`src/rtl/mips_alu_seq.sv`:
```
// -----------------------------------------------------------------------------
// mips_alu_seq
//
// Sequential MIPS execute-stage ALU. Single-cycle operations (add/sub, logic,
// set-less-than, barrel shifts, count-leading-zeros) are registered at the
// acceptance edge. Multiply and divide run as WIDTH-step iterative operations
// and write the HI/LO register pair. A valid/ready handshake lets the pipeline
// stall EX while an iterative operation is in flight.
//
// Build option:
//   ALU_DIV_EN  defined   -> DIV/DIVU use the iterative restoring divider.
//               undefined -> no divider is built; DIV/DIVU finish in one
//                            cycle with result = 0, dbz = 1, HI/LO unchanged.
//
// Parameters:
//   WIDTH      datapath width, power of two, 8..64
//   SHW        shift-amount width, $clog2(WIDTH)
//
// Ports:
//   clk        rising-edge clock
//   rst        asynchronous, active-high reset
//   in_valid   operation request
//   in_ready   a request can be accepted this cycle
//   op         operation code (0 ADD .. F DIVU)
//   a, b       operands; shifts shift b, CLZ counts a
//   shamt      shift amount
//   cancel     abort an in-flight iterative operation
//   out_valid  one-cycle pulse, result and flags valid
//   result     registered result (LO for multiply/divide)
//   zero, less, overflow, dbz   registered flags
//   hi, lo     architectural HI/LO registers
// -----------------------------------------------------------------------------
module mips_alu_seq #(
  parameter int WIDTH = 32,
  parameter int SHW   = $clog2(WIDTH)
) (
  input  logic             clk,
  input  logic             rst,
  input  logic             in_valid,
  output logic             in_ready,
  input  logic [3:0]       op,
  input  logic [WIDTH-1:0] a,
  input  logic [WIDTH-1:0] b,
  input  logic [SHW-1:0]   shamt,
  input  logic             cancel,
  output logic             out_valid,
  output logic [WIDTH-1:0] result,
  output logic             zero,
  output logic             less,
  output logic             overflow,
  output logic             dbz,
  output logic [WIDTH-1:0] hi,
  output logic [WIDTH-1:0] lo
);

  // Operation codes
  localparam logic [3:0] OP_ADD   = 4'h0;
  localparam logic [3:0] OP_SUB   = 4'h1;
  localparam logic [3:0] OP_AND   = 4'h2;
  localparam logic [3:0] OP_OR    = 4'h3;
  localparam logic [3:0] OP_XOR   = 4'h4;
  localparam logic [3:0] OP_NOR   = 4'h5;
  localparam logic [3:0] OP_SLT   = 4'h6;
  localparam logic [3:0] OP_SLTU  = 4'h7;
  localparam logic [3:0] OP_SLL   = 4'h8;
  localparam logic [3:0] OP_SRL   = 4'h9;
  localparam logic [3:0] OP_SRA   = 4'hA;
  localparam logic [3:0] OP_CLZ   = 4'hB;
  localparam logic [3:0] OP_MULT  = 4'hC;
  localparam logic [3:0] OP_MULTU = 4'hD;
  localparam logic [3:0] OP_DIV   = 4'hE;
  localparam logic [3:0] OP_DIVU  = 4'hF;

  // Control states
  localparam logic [1:0] S_IDLE = 2'd0;
  localparam logic [1:0] S_ITER = 2'd1;
  localparam logic [1:0] S_FIX  = 2'd2;

  logic [1:0]     state;
  logic [SHW-1:0] cnt;

  logic accept;
  logic start_iter;
  logic op_is_mul;
  logic op_is_div;

  assign in_ready  = (state == S_IDLE) && !rst;
  assign accept    = in_valid && in_ready;
  assign op_is_mul = (op == OP_MULT) || (op == OP_MULTU);
`ifdef ALU_DIV_EN
  assign op_is_div = (op == OP_DIV) || (op == OP_DIVU);
`else
  assign op_is_div = 1'b0;
`endif
  assign start_iter = accept && (op_is_mul || op_is_div);

  // ---------------------------------------------------------------------------
  // Single-cycle datapath
  // ---------------------------------------------------------------------------
  logic [WIDTH-1:0] sum;
  logic [WIDTH-1:0] diff;
  logic             ovf_add;
  logic             ovf_sub;
  logic             lt_s;
  logic             lt_u;
  logic [SHW:0]     clz;

  assign sum  = a + b;
  assign diff = a - b;
  assign ovf_add = (a[WIDTH-1] == b[WIDTH-1]) && (sum[WIDTH-1]  != a[WIDTH-1]);
  assign ovf_sub = (a[WIDTH-1] != b[WIDTH-1]) && (diff[WIDTH-1] != a[WIDTH-1]);
  // Sign of a-b is wrong exactly when the subtraction overflowed.
  assign lt_s = diff[WIDTH-1] ^ ovf_sub;
  assign lt_u = a < b;

  // The highest set bit is visited last, so it sets the final count.
  always_comb begin
    clz = (SHW+1)'(WIDTH);
    for (int i = 0; i < WIDTH; i++) begin
      if (a[i]) clz = (SHW+1)'(WIDTH - 1 - i);
    end
  end

  logic [WIDTH-1:0] sc_result;
  logic             sc_ovf;
  logic             sc_dbz;
  logic             sc_less;

  // NOTE: every output of a combinational block gets a default before the
  // case statement so that no path leaves it unassigned (which would infer a latch).
  always_comb begin
    sc_result = '0;
    sc_ovf    = 1'b0;
    sc_dbz    = 1'b0;
    sc_less   = lt_s;
    case (op)
      OP_ADD:  begin sc_result = sum;  sc_ovf = ovf_add; end
      OP_SUB:  begin sc_result = diff; sc_ovf = ovf_sub; end
      OP_AND:  sc_result = a & b;
      OP_OR:   sc_result = a | b;
      OP_XOR:  sc_result = a ^ b;
      OP_NOR:  sc_result = ~(a | b);
      OP_SLT:  sc_result = WIDTH'(lt_s);
      OP_SLTU: begin sc_result = WIDTH'(lt_u); sc_less = lt_u; end
      OP_SLL:  sc_result = b << shamt;
      OP_SRL:  sc_result = b >> shamt;
      OP_SRA:  sc_result = $signed(b) >>> shamt;
      OP_CLZ:  sc_result = WIDTH'(clz);
`ifndef ALU_DIV_EN
      // No divider: report divide-unavailable as a one-cycle dbz completion.
      OP_DIV, OP_DIVU: sc_dbz = 1'b1;
`endif
      default: ;
    endcase
  end

  // ---------------------------------------------------------------------------
  // Iterative multiply / divide datapath
  // ---------------------------------------------------------------------------
  // Signed forms (C, E) have op[0] clear; iterate on magnitudes and fix the
  // sign afterwards.
  logic             op_signed;
  logic             a_neg;
  logic             b_neg;
  logic [WIDTH-1:0] a_mag;
  logic [WIDTH-1:0] b_mag;

  assign op_signed = ~op[0];
  assign a_neg     = op_signed && a[WIDTH-1];
  assign b_neg     = op_signed && b[WIDTH-1];
  assign a_mag     = a_neg ? -a : a;
  assign b_mag     = b_neg ? -b : b;

  // acc holds {upper, lower}. Multiply: upper = partial product, lower = the
  // multiplier being shifted out. Divide: upper = remainder, lower = dividend
  // shifting out while quotient bits shift in.
  logic [2*WIDTH-1:0] acc;
  logic [2*WIDTH-1:0] acc_step;
  logic [WIDTH-1:0]   mcand;
  logic [WIDTH:0]     mul_sum;
  logic               less_q;
  logic               neg_lo_q;

  assign mul_sum = {1'b0, acc[2*WIDTH-1:WIDTH]} + (acc[0] ? {1'b0, mcand} : '0);

`ifdef ALU_DIV_EN
  logic             is_div_q;
  logic             neg_hi_q;
  logic             dbz_q;
  logic [WIDTH-1:0] a_q;
  logic [WIDTH:0]   rem_sh;
  logic [WIDTH:0]   rem_sub;

  assign rem_sh  = acc[2*WIDTH-1:WIDTH-1];
  assign rem_sub = rem_sh - {1'b0, mcand};
`endif

  always_comb begin
    acc_step = {mul_sum, acc[WIDTH-1:1]};
`ifdef ALU_DIV_EN
    if (is_div_q) begin
      // Restoring step: keep the subtraction only if it did not borrow.
      if (rem_sub[WIDTH]) acc_step = {acc[2*WIDTH-2:0], 1'b0};
      else                acc_step = {rem_sub[WIDTH-1:0], acc[WIDTH-2:0], 1'b1};
    end
`endif
  end

  // NOTE: the iteration registers are fully loaded at acceptance and only read
  // while an operation is in flight, so they carry no reset.
  always_ff @(posedge clk) begin
    if (start_iter) begin
      less_q   <= lt_s;
      neg_lo_q <= a_neg ^ b_neg;
      if (op_is_mul) begin
        mcand <= a_mag;
        acc   <= {{WIDTH{1'b0}}, b_mag};
      end else begin
        mcand <= b_mag;
        acc   <= {{WIDTH{1'b0}}, a_mag};
      end
`ifdef ALU_DIV_EN
      is_div_q <= op_is_div;
      neg_hi_q <= a_neg;
      dbz_q    <= (b == '0);
      a_q      <= a;
`endif
    end else if (state == S_ITER) begin
      acc <= acc_step;
    end
  end

  // Values written to HI/LO in the FIX state.
  logic [2*WIDTH-1:0] prod_fix;
  logic [WIDTH-1:0]   fix_hi;
  logic [WIDTH-1:0]   fix_lo;
  logic               fix_dbz;

  assign prod_fix = neg_lo_q ? -acc : acc;

  always_comb begin
    fix_hi  = prod_fix[2*WIDTH-1:WIDTH];
    fix_lo  = prod_fix[WIDTH-1:0];
    fix_dbz = 1'b0;
`ifdef ALU_DIV_EN
    if (is_div_q) begin
      if (dbz_q) begin
        fix_hi  = a_q;
        fix_lo  = '1;
        fix_dbz = 1'b1;
      end else begin
        // Quotient takes sign(a)^sign(b); remainder takes sign(a).
        fix_lo = neg_lo_q ? -acc[WIDTH-1:0] : acc[WIDTH-1:0];
        fix_hi = neg_hi_q ? -acc[2*WIDTH-1:WIDTH] : acc[2*WIDTH-1:WIDTH];
      end
    end
`endif
  end

  // ---------------------------------------------------------------------------
  // Control and architectural outputs
  // ---------------------------------------------------------------------------
  // NOTE: sequential state uses non-blocking assignments so every register
  // samples pre-edge values regardless of statement order.
  always_ff @(posedge clk or posedge rst) begin
    if (rst) begin
      state     <= S_IDLE;
      cnt       <= '0;
      out_valid <= 1'b0;
      result    <= '0;
      zero      <= 1'b0;
      less      <= 1'b0;
      overflow  <= 1'b0;
      dbz       <= 1'b0;
      hi        <= '0;
      lo        <= '0;
    end else begin
      out_valid <= 1'b0;
      case (state)
        S_IDLE: begin
          // cancel is ignored here; an acceptance in the same cycle proceeds.
          if (accept) begin
            if (start_iter) begin
              state <= S_ITER;
              cnt   <= SHW'(WIDTH - 1);
            end else begin
              out_valid <= 1'b1;
              result    <= sc_result;
              zero      <= (sc_result == '0);
              less      <= sc_less;
              overflow  <= sc_ovf;
              dbz       <= sc_dbz;
            end
          end
        end
        S_ITER: begin
          if (cancel) begin
            state <= S_IDLE;
          end else if (cnt == '0) begin
            state <= S_FIX;
          end else begin
            cnt <= cnt - SHW'(1);
          end
        end
        S_FIX: begin
          state <= S_IDLE;
          if (!cancel) begin
            out_valid <= 1'b1;
            result    <= fix_lo;
            hi        <= fix_hi;
            lo        <= fix_lo;
            zero      <= (fix_lo == '0);
            less      <= less_q;
            overflow  <= 1'b0;
            dbz       <= fix_dbz;
          end
        end
        default: state <= S_IDLE;
      endcase
    end
  end

endmodule
```
`config.mk`:
```
export PLATFORM = sky130hd
export DESIGN_NAME = mips_alu_seq
export DESIGN_NICKNAME = d
export VERILOG_FILES = /design/src/rtl/mips_alu_seq.sv
export SDC_FILE = /design/constraint.sdc
export NUM_CORES = 1
export LEC_CHECK = 0
export ABC_AREA = 1
export ABC_CLOCK_PERIOD_IN_PS = 3600
export BUFFER_PORTS_ARGS = -buffer_cell sky130_fd_sc_hd__buf_2
export CAP_MARGIN = 40
export CORE_ASPECT_RATIO = 0.75
export CORE_MARGIN = 2
export CORE_UTILIZATION = 40
export CTS_BUF_LIST = sky130_fd_sc_hd__clkbuf_16
export DETAILED_ROUTE_END_ITERATION = 12
export RECOVER_POWER = 50
export SYNTH_ARGS = -nofsm -noshare
export SYNTH_HDL_FRONTEND = slang
export SYNTH_SLANG_ARGS = --single-unit
```
`constraint.sdc`:
```
create_clock -name clk -period 3.6 [get_ports clk]
set_input_delay 0.36 -clock clk [delete_from_list [all_inputs] [get_ports clk]]
set_output_delay 0.36 -clock clk [all_outputs]
set_load 0.1 [all_outputs]
```
Word-level counts from Yosys, hierarchy flattened --
Index checks and enable logic that the tools add are counted.
Operators by class: add/sub/neg operators 7, $lt $le $gt $ge 1, equality and inequality tests 28, shift-type cells 3, muxes and demuxes 77, bitwise operators 8, reduce and logical (&&, ||, !) cells 22
Operators by type and width (number):
- $pmux W32 S12 | 1
- $mux W32 | 8
- $mux W6 | 32
- $mux W64 | 3
- $logic_not A32 Y1 | 2
- $neg A32 Y32 | 2
- $neg A64 Y64 | 1
- $pmux W32 S2 | 1
- $add A32 B32 Y33 | 1
- $add A32 B32 Y32 | 1
- $and A32 B32 Y32 | 1
- $eq A4 B4 Y1 const B | 8
- $lt A32 B32 Y1 | 1
- $not A32 Y32 | 1
- $or A32 B32 Y32 | 1
- $shl A32 B5 Y32 | 1
- $shr A32 B5 Y32 | 1
- $sshr A32 B5 Y32 | 1
- $sub A32 B32 Y32 | 1
- $xor A32 B32 Y32 | 1
- $mux W5 | 4
- $eq A4 B3 Y1 const B | 4
- $mux W1 | 16
- $ne A2 B2 Y1 const B | 6
- 26 further kinds | 47
Storage, ports and cells: register bits after elaboration 206, input port bits 77, output and inout port bits 102, word-level logic and storage cells 160

Depth between registers and ports, before layout --
Gate-level depths: netlist of the first run.
depth after elaboration 37, mapped depth 34, depth with buffers taken out 34

Least setup slack after synthesis of the first run --
Ideal clock, no wire load.
path kind register -> register, start point register state[0], end point register acc[0], enable pin, setup time 0.423 ns, arrival time 4.905 ns, required time 3.177 ns, path slack -1.729 ns, stages on the path, launching flop included 7, path buffers 1, clock period less this slack 5.329 ns, cell sequence dfrtp_1 nor3_1 nand2_1 nor2_1 inv_1 clkbuf_1 nand2_1
Between the ends: word-level cells in the longest chain between the ends 5, elaborated cells between the ends (all ways) 6, those cells by class eq/ne: 1; reduce/logical: 5
RTL lines:
- start, declared | line 79 | logic [1:0] state;
- start signal, assigned | line 267 | state <= S_IDLE;
- start signal, assigned | line 284 | state <= S_ITER;
- start signal, assigned | line 298 | state <= S_IDLE;
- $logic_not A2 Y1 | line 87 | assign in_ready = (state == S_IDLE) && !rst;
- $logic_and A1 B1 Y1 | line 87
- via in_ready | line 40 | output logic in_ready,
- $logic_and A1 B1 Y1 | line 88 | assign accept = in_valid && in_ready;
- $logic_and A1 B1 Y1 | line 95 | assign start_iter = accept && (op_is_mul || op_is_div);
- $reduce_bool A2 Y1 (no source line)
- end signal, assigned | line 217 | acc <= {{WIDTH{1'b0}}, b_mag};
- end signal, assigned | line 220 | acc <= {{WIDTH{1'b0}}, a_mag};
- end signal, assigned | line 229 | acc <= acc_step;
- end, declared | line 177 | logic [2*WIDTH-1:0] acc;
The timed path passes the listed nets, and every way through them passes these cells. A chain may end at the register's enable or synchronous reset.

Worst setup path in the final report of the first run --
start point register acc[0], end point register acc[63], data pin
Between the ends: word-level cells in the longest chain between the ends 4
RTL lines:
- $mux W32 | line 184 | assign mul_sum = {1'b0, acc[2*WIDTH-1:WIDTH]} + (acc[0] ? {1'b0, mcand} : '0);
- $add A32 B32 Y33 | line 184
- $mux W64 | line 228 | end else if (state == S_ITER) begin
- $mux W64 | line 212 | if (start_iter) begin
Every way passes these cells. The select of a mux whose other input is x is not followed.

==> metrics.json, run 1 <==
{
  "peakVddDrop_uv": 447,
  "period_share_pct": 98.2,
  "min_path_type": "input pin to flip-flop",
  "cts_htree_levels": 1,
  "detail_route.vias_per_cell": 5.64,
  "timing.fmax_ghz": 0.283,
  "r2r_cells": 22,
  "detailroute.via_count": 26642,
  "critPathRequiredTime_ns": 3.97,
  "synth_top_flop_cell": "sky130_fd_sc_hd__dfrtp_1",
  "clk_pin_slew_ns": 0.07,
  "die_area_mm2": 0.0564,
  "yosysMostFrequentCell": "sky130_fd_sc_hd__nand2_1",
  "worst-slew-pin-transition_ns": 2.70,
  "areaGrowthSynthToFinish_pct": 28.8,
  "post_synth_main_area_contributors": "sky130_fd_sc_hd__nand2_1 (17%), sky130_fd_sc_hd__edfxtp_1 (14%), sky130_fd_sc_hd__dfrtp_1 (12%), sky130_fd_sc_hd__o21ai_0 (8.7%), sky130_fd_sc_hd__ha_1 (7.8%)",
  "global_route.usage.total_pct": 37.1,
  "filler_cell_count": 5746,
  "hold_depth": 2,
  "synthesis.area_mm2": 0.0218,
  "startpoint_type": "flip-flop",
  "synth_enable_flop_cells": 98,
  "synth_top_cell_by_area": "sky130_fd_sc_hd__nand2_1",
  "maxCapViolations": 2,
  "synth.yosys.seq_area_share_pct": 25.9,
  "synth_common_cells": "sky130_fd_sc_hd__nand2_1 (976), sky130_fd_sc_hd__o21ai_0 (378), sky130_fd_sc_hd__inv_1 (357), sky130_fd_sc_hd__nor2_1 (299), sky130_fd_sc_hd__a21oi_1 (254)",
  "placement.io_buffers": 178,
  "report.final.hold_viol_count": 0,
  "wirelength_um": 108000,
  "failing_checks": "capacitance limit, slew limit",
  "placement.cell_area_mm2": 0.0270,
  "asyncSetResetFlopFracSynth_pct": 52.4,
  "rsz0062_at_grt": "true",
  "ys_types": 66,
  "synth_top_area_share_pct": 16.8,
  "wl_per_cell_um": 22.8,
  "cts_hold_repair.buffers": 0,
  "die-height_um": 206,
  "grt_overflow_total": 0,
  "numCtsBuffers": 19,
  "layout_min_cycle_time_ns": 3.54,
  "finalPower_mw": 8.55,
  "largest_buffer_count_on_any_clock_path": 3,
  "grt_start_max_net_pins": 94,
  "clock_sinks": 206,
  "design_area_mm2": 0.0281,
  "synthesis.area_per_instance_um2": 6.38,
  "first_global_vias": 23686,
  "gp_congestion": 1.09,
  "initial_cell_density_of_the_core_pct": 40.2,
  "timing_worst_setup_path_type": "flip-flop to flip-flop",
  "holdWs_ns": 0.0591,
  "num_io_pins": 179,
  "p_leak_nw": 13.8,
  "clock_tree.root_cell": "sky130_fd_sc_hd__clkbuf_16",
  "power_density_mw_per_mm2": 305,
  "synthCells": 3414,
  "ant_nets": 0,
  "nets": 4201,
  "coreArea_mm2": 0.0542,
  "grt_pass1_wl_um": 156000,
  "relSlewSlack_pct": -81.1,
  "timing.critical_path.to_type": "flip-flop",
  "slew_viol_final": 95,
  "detail_route.drc_violations": 0,
  "post_dp_hpwl_um": 89100,
  "worst_clock_skew_ns": 0.0177,
  "final_layout_size_suffix_gt1_share_pct": 19.7,
  "run_status": "finished, violations left",
  "first_iter_violations": 3827,
  "rows": 74,
  "setup_viol": 0,
  "mappedNetlistNets": 3631,
  "grt_antenna_before_repair": 4,
  "path_max_fanout": 4,
  "synthesis.yosys.warnings": 0,
  "postSynthRegisterBits": 206,
  "critPathArrivalTime_ns": 3.91,
  "drtPass1Iterations": 9,
  "fp.dieW_um": 273,
  "clkLatencyLatePin_ns": 0.51,
  "tritoncts": "yes"
}
kinds of logic (layout without fill, tap and decap cells):
group	count (synthesis)	in the layout	share of synthesized area [%]
AO/OA/AOI/OAI	835	835	21.4
XOR/XNOR	107	107	4.30
adder cells (fa/ha/maj)	140	140	8.18
buffers and inverters	518	1100	9.29
flip-flops	206	206	25.9
multiplexers	12	12	0.551
other	0	2	0
AND/OR/NAND/NOR	1596	1596	30.3
final timing paths:
check                             startpoint                     to  slack [ns]
min in group asynchronous                rst   state[0]$_DFFE_PP0P_        0.59
hold reg to reg            lo[1]$_DFFE_PP0P_      lo[1]$_DFFE_PP0P_        0.47
hold / removal                        cancel   state[1]$_DFFE_PP0P_        0.06
setup reg to reg            acc[0]$_DFFE_PP_  acc[63]$_SDFFCE_PP0P_        0.06
max in group asynchronous                rst     lo[26]$_DFFE_PP0P_        1.23
setup / recovery            acc[0]$_DFFE_PP_  acc[63]$_SDFFCE_PP0P_        0.06
power by group:
group          switching, mW  leakage, nW  internal, mW
Combinational           2.76         11.2          1.14
Sequential             0.128         2.26          2.64
Clock                  0.919        0.301         0.963
metrics by stage:
stage	utilization, %	cells	setup TNS [ns]	worst slack (ns)
2_1_floorplan	-	3414	-0.0192	-0.0192
3_3_place_gp	49.8	4655	-1.88	-0.639
3_5_place_dp	49.9	4657	-2.05	-0.689
4_1_cts	50.9	4690	0	0.0247
5_1_grt	51.8	4718	-0.748	-0.0928
6_report	51.8	4720	0	0.0634
registers in the layout (all words and copies together) (netlist names):
register	cells
acc	64
hi	32
lo	32
mcand	32
result	32
cnt	5
state	2
dbz	1
less	1
less_q	1
neg_lo_q	1
out_valid	1
overflow	1
zero	1
repair_timing:
item                       4_1_cts  5_1_grt
pin swaps                        3       50
gates cloned                     0        1
gates resized for setup          3       98
setup endpoints to repair        1       26
buffers inserted                 0       29
hold endpoints to repair         0        0
metal layers:
layer | up-vias | global-route usage, % | wire [um] | share of wire (%)
met2 | 1671 | 51.6 | 42000 | 39
met4 | 2 | 10.4 | 3470 | 3.2
met1 | 12311 | 56.6 | 49200 | 46
li1 | 12505 | - | - | -
met5 | - | 0 | 13 | 0.012
met3 | 153 | 8.23 | 13100 | 12
cell usage in the layout, fill, tap and decap left out, drive strengths merged, types with 2 or more instances in the layout:
cell      instances
nand4            24
buf             585
dfrtp           108
o221ai            3
xnor2            12
edfxtp           98
o21ai           402
and3              8
diode             2
ha              136
o2111ai          11
fa                4
xor2             95
or2              12
mux2i            12
a211oi            9
a221oi           16
o211ai           29
a2111oi           4
a21o              9
nor4             18
clkbuf          130
inv             374
nand2           981
o21a             35
o22ai             9
o31ai             7
o21bai            7
or4               2
clkinvlp          6
a31oi            27
nand3b            6
nor3b             2
clkinv            5
nor2            309
a21boi            4
a21oi           254
nor3             69
nand3           164
a32oi             2
area by class of cell:
type	instances	area, um^2	area share (%)
Multi-Input combinational cell	2690	14800	52.7
Sequential cell	206	5650	20.1
Timing Repair Buffer	696	4750	16.9
Inverter	371	1450	5.16
Tap cell	722	903	3.22
Clock buffer	19	475	1.69
Clock inverter	14	61.3	0.218
Antenna cell	2	5.00	0.0178
worst max-delay path, stage by stage (launching register included):
cell and delay (ns):
sky130_fd_sc_hd__edfxtp_1 0.43, sky130_fd_sc_hd__nand2_1 0.11, sky130_fd_sc_hd__inv_2 0.07, sky130_fd_sc_hd__ha_4 0.13
sky130_fd_sc_hd__inv_2 0.04, sky130_fd_sc_hd__fa_2 0.40, sky130_fd_sc_hd__o31ai_4 0.21, sky130_fd_sc_hd__inv_1 0.08
sky130_fd_sc_hd__o21ai_2 0.16, sky130_fd_sc_hd__nand3_1 0.09, sky130_fd_sc_hd__nand2_1 0.09, sky130_fd_sc_hd__inv_2 0.06
sky130_fd_sc_hd__o21ai_4 0.20, sky130_fd_sc_hd__a21oi_4 0.09, sky130_fd_sc_hd__o21ai_2 0.19, sky130_fd_sc_hd__a21oi_2 0.10
sky130_fd_sc_hd__o31ai_2 0.26, sky130_fd_sc_hd__buf_4 0.16, sky130_fd_sc_hd__nand2_2 0.04, sky130_fd_sc_hd__o211ai_1 0.15
sky130_fd_sc_hd__buf_4 0.18, sky130_fd_sc_hd__nand2_2 0.04, sky130_fd_sc_hd__a21oi_2 0.12
Power figures use the tool's default switching activity.
==> inputs of run 2 (changes only) <==
Settings changed: REMOVE_ABC_BUFFERS set to 1.
==> run 2 against run 1 <==
  * The flow still finishes with violations (capacitance limit, slew limit)
  * Setup slack got worse by 0.022 ns
  * Via count up 1.5%
  * Sequential share of layout area decreased by 1.0 points
  * First-iteration DRC count down 10%
  * Clock power up 12%
  * Combinational power rose by 5%
==> metrics.json, run 2 (same netlist as run 1, synthesis figures left out) <==
{
  "global_route.usage.total_pct": 38.2,
  "numCtsBuffers": 19,
  "setup_viol": 0,
  "clkLatencyLatePin_ns": 0.51,
  "detail_route.drc_violations": 0,
  "clk_pin_slew_ns": 0.08,
  "layout.cells.non_filler": 4867,
  "num_io_pins": 179,
  "first_iter_violations": 3430,
  "grt_antenna_before_repair": 6,
  "slowest_stage": "sky130_fd_sc_hd__edfxtp_1",
  "detailroute.via_count": 27054,
  "clock_sinks": 206,
  "path_max_fanout": 3,
  "met1_usage_pct": 56.5,
  "finalPower_mw": 8.95,
  "wirelength_um": 111000,
  "min_path_type": "input pin to flip-flop",
  "clock_tree.root_cell": "sky130_fd_sc_hd__clkbuf_16",
  "grt_start_max_net_pins": 95,
  "first_global_vias": 24517,
  "critPathRequiredTime_ns": 3.98,
  "die_area_mm2": 0.0564,
  "regArea_mm2": 0.00565,
  "timing.fmax_ghz": 0.281,
  "drtPass1Iterations": 6,
  "crit_top_cell": "sky130_fd_sc_hd__nor2_4",
  "power_density_mw_per_mm2": 303,
  "detail_route.vias_per_cell": 5.56,
  "fp.dieW_um": 273,
  "relSlewSlack_pct": -34.5,
  "rsz0062_at_grt": "true",
  "global_route_hottest_layer": "met1",
  "period_share_pct": 98.8,
  "failing_checks": "capacitance limit, slew limit",
  "areaGrowthSynthToFinish_pct": 35.6,
  "timing.critical_path.to_type": "flip-flop",
  "critical-path-max-stage-delay_ns": 0.45,
  "post_dp_hpwl_um": 91400,
  "placement.io_buffers": 178,
  "die-height_um": 206,
  "p_leak_nw": 14.6,
  "grt_overflow_total": 0,
  "final_layout_size_suffix_gt1_share_pct": 23.5,
  "worst-slew-pin-transition_ns": 2.02,
  "crit_chain": "buf_6, clkinv_4, buf_8, nand3_2, or2_4, nor2_4, nand4_4, nor2_4, nand4_4, nand3b_4, nor3_4, nand2_2, nor2_4, inv_2, nor3b_4, nand2_4, o21ai_4, o21ai_2, xnor2_1, o21ai_1",
  "worst_clock_skew_ns": 0.0121,
  "grt_util_met3_pct": 9.76,
  "timing_worst_setup_path_type": "flip-flop to flip-flop",
  "coreArea_mm2": 0.0542,
  "filler_cell_count": 5597,
  "critPathArrivalTime_ns": 3.94,
  "final_common_cell": "sky130_fd_sc_hd__nand2_1",
  "largest_buffer_count_on_any_clock_path": 3,
  "ant_nets": 0,
  "tritoncts": "yes",
  "report.final.hold_viol_count": 0,
  "register_name_with_the_most_flops": "acc",
  "largest_reg_flops": 64,
  "slew_viol_final": 35,
  "wl_per_cell_um": 22.8,
  "grt_pass1_wl_um": 159000,
  "layout_min_cycle_time_ns": 3.56,
  "startpoint_type": "flip-flop",
  "place_inst": 4798,
  "cts_htree_levels": 1,
  "final_cell_mix": "sky130_fd_sc_hd__nand2_1 (956), sky130_fd_sc_hd__buf_4 (635), sky130_fd_sc_hd__o21ai_0 (367), sky130_fd_sc_hd__inv_1 (311), sky130_fd_sc_hd__nor2_1 (285)",
  "gp_congestion": 1.04,
  "maxCapViolations": 1,
  "initial_cell_density_of_the_core_pct": 40.2,
  "run_status": "finished, violations left",
  "nets": 4347,
  "peakVddDrop_uv": 383,
  "rows": 74,
  "met2_usage_pct": 54.5,
  "multi_input_comb_area_mm2": 0.0149
}
-- run 2: path summary, 6_finish.rpt --
| check | to | depth (start not counted) | slack (ns) | start |
|---|---|---|---|---|
| max reg2reg | hi[29]$_DFFE_PP0P_ | 20 | 0.04 | acc[0]$_DFFE_PP_ |
| min in group asynchronous | lo[28]$_DFFE_PP0P_ | 3 | 0.65 | rst |
| min reg2reg | hi[14]$_DFFE_PP0P_ | 2 | 0.48 | hi[14]$_DFFE_PP0P_ |
| max in group asynchronous | result[5]$_DFFE_PP0P_ | 4 | 1.15 | rst |
| max | hi[29]$_DFFE_PP0P_ | 20 | 0.04 | acc[0]$_DFFE_PP_ |
| min | state[1]$_DFFE_PP0P_ | 2 | 0.06 | cancel |
-- run 2: routing by layer --
metal	vias up	wire length, um
met5	-	35
met4	6	3480
met3	194	12800
met2	1461	44100
met1	12577	50600
li1	12816	-
-- run 2: what timing repair did --
action / CTS / global route
setup buffers: 2 / 28
pin swaps: 7 / 74
endpoints found under the hold margin: 25 / 0
gates resized for setup: 19 / 208
hold buffers: 1 / 0
endpoints found under the setup margin: 6 / 40
-- run 2: critical path: cells and delay by family, from the launching register on --
family | cells | cell delay, ns
AND/OR/NAND/NOR | 12 | 1.96
flip-flops | 1 | 0.45
AO/OA/AOI/OAI | 3 | 0.45
buffers and inverters | 4 | 0.40
XOR/XNOR | 1 | 0.19
-- run 2: final cells by class --
class	count	share of cell area (%)
flip-flops and latches	206	19.1
inverters	371	4.79
diodes	3	0.0254
clock inverters	14	0.432
clock buffers	19	1.61
repair buffers	842	20.4
multi-input cells	2690	50.6
well taps	722	3.06
-- run 2: power breakdown --
group | switching [mW] | total (mW) | internal, mW
sequential | 0.129 | 2.77 | 2.64
combinational | 2.79 | 4.09 | 1.30
clock | 0.977 | 2.10 | 1.12
-- run 2: metrics by stage --
step           setup WS, ns  setup TNS (ns)  utilization (%)  instance area [um^2]  hold slack, ns
3_5_place_dp         -0.931           -3.87             51.6                 28000           0.369
3_3_place_gp         -0.767           -3.42             51.6                 28000           0.368
5_1_grt              -0.148           -1.44             54.5                 29500          0.0652
6_report             0.0415               0             54.5                 29500          0.0650
4_1_cts            -0.00364        -0.00364             53.0                 28700          0.0564
2_1_floorplan         -6.26        -1048.35                -                 21200           0.433
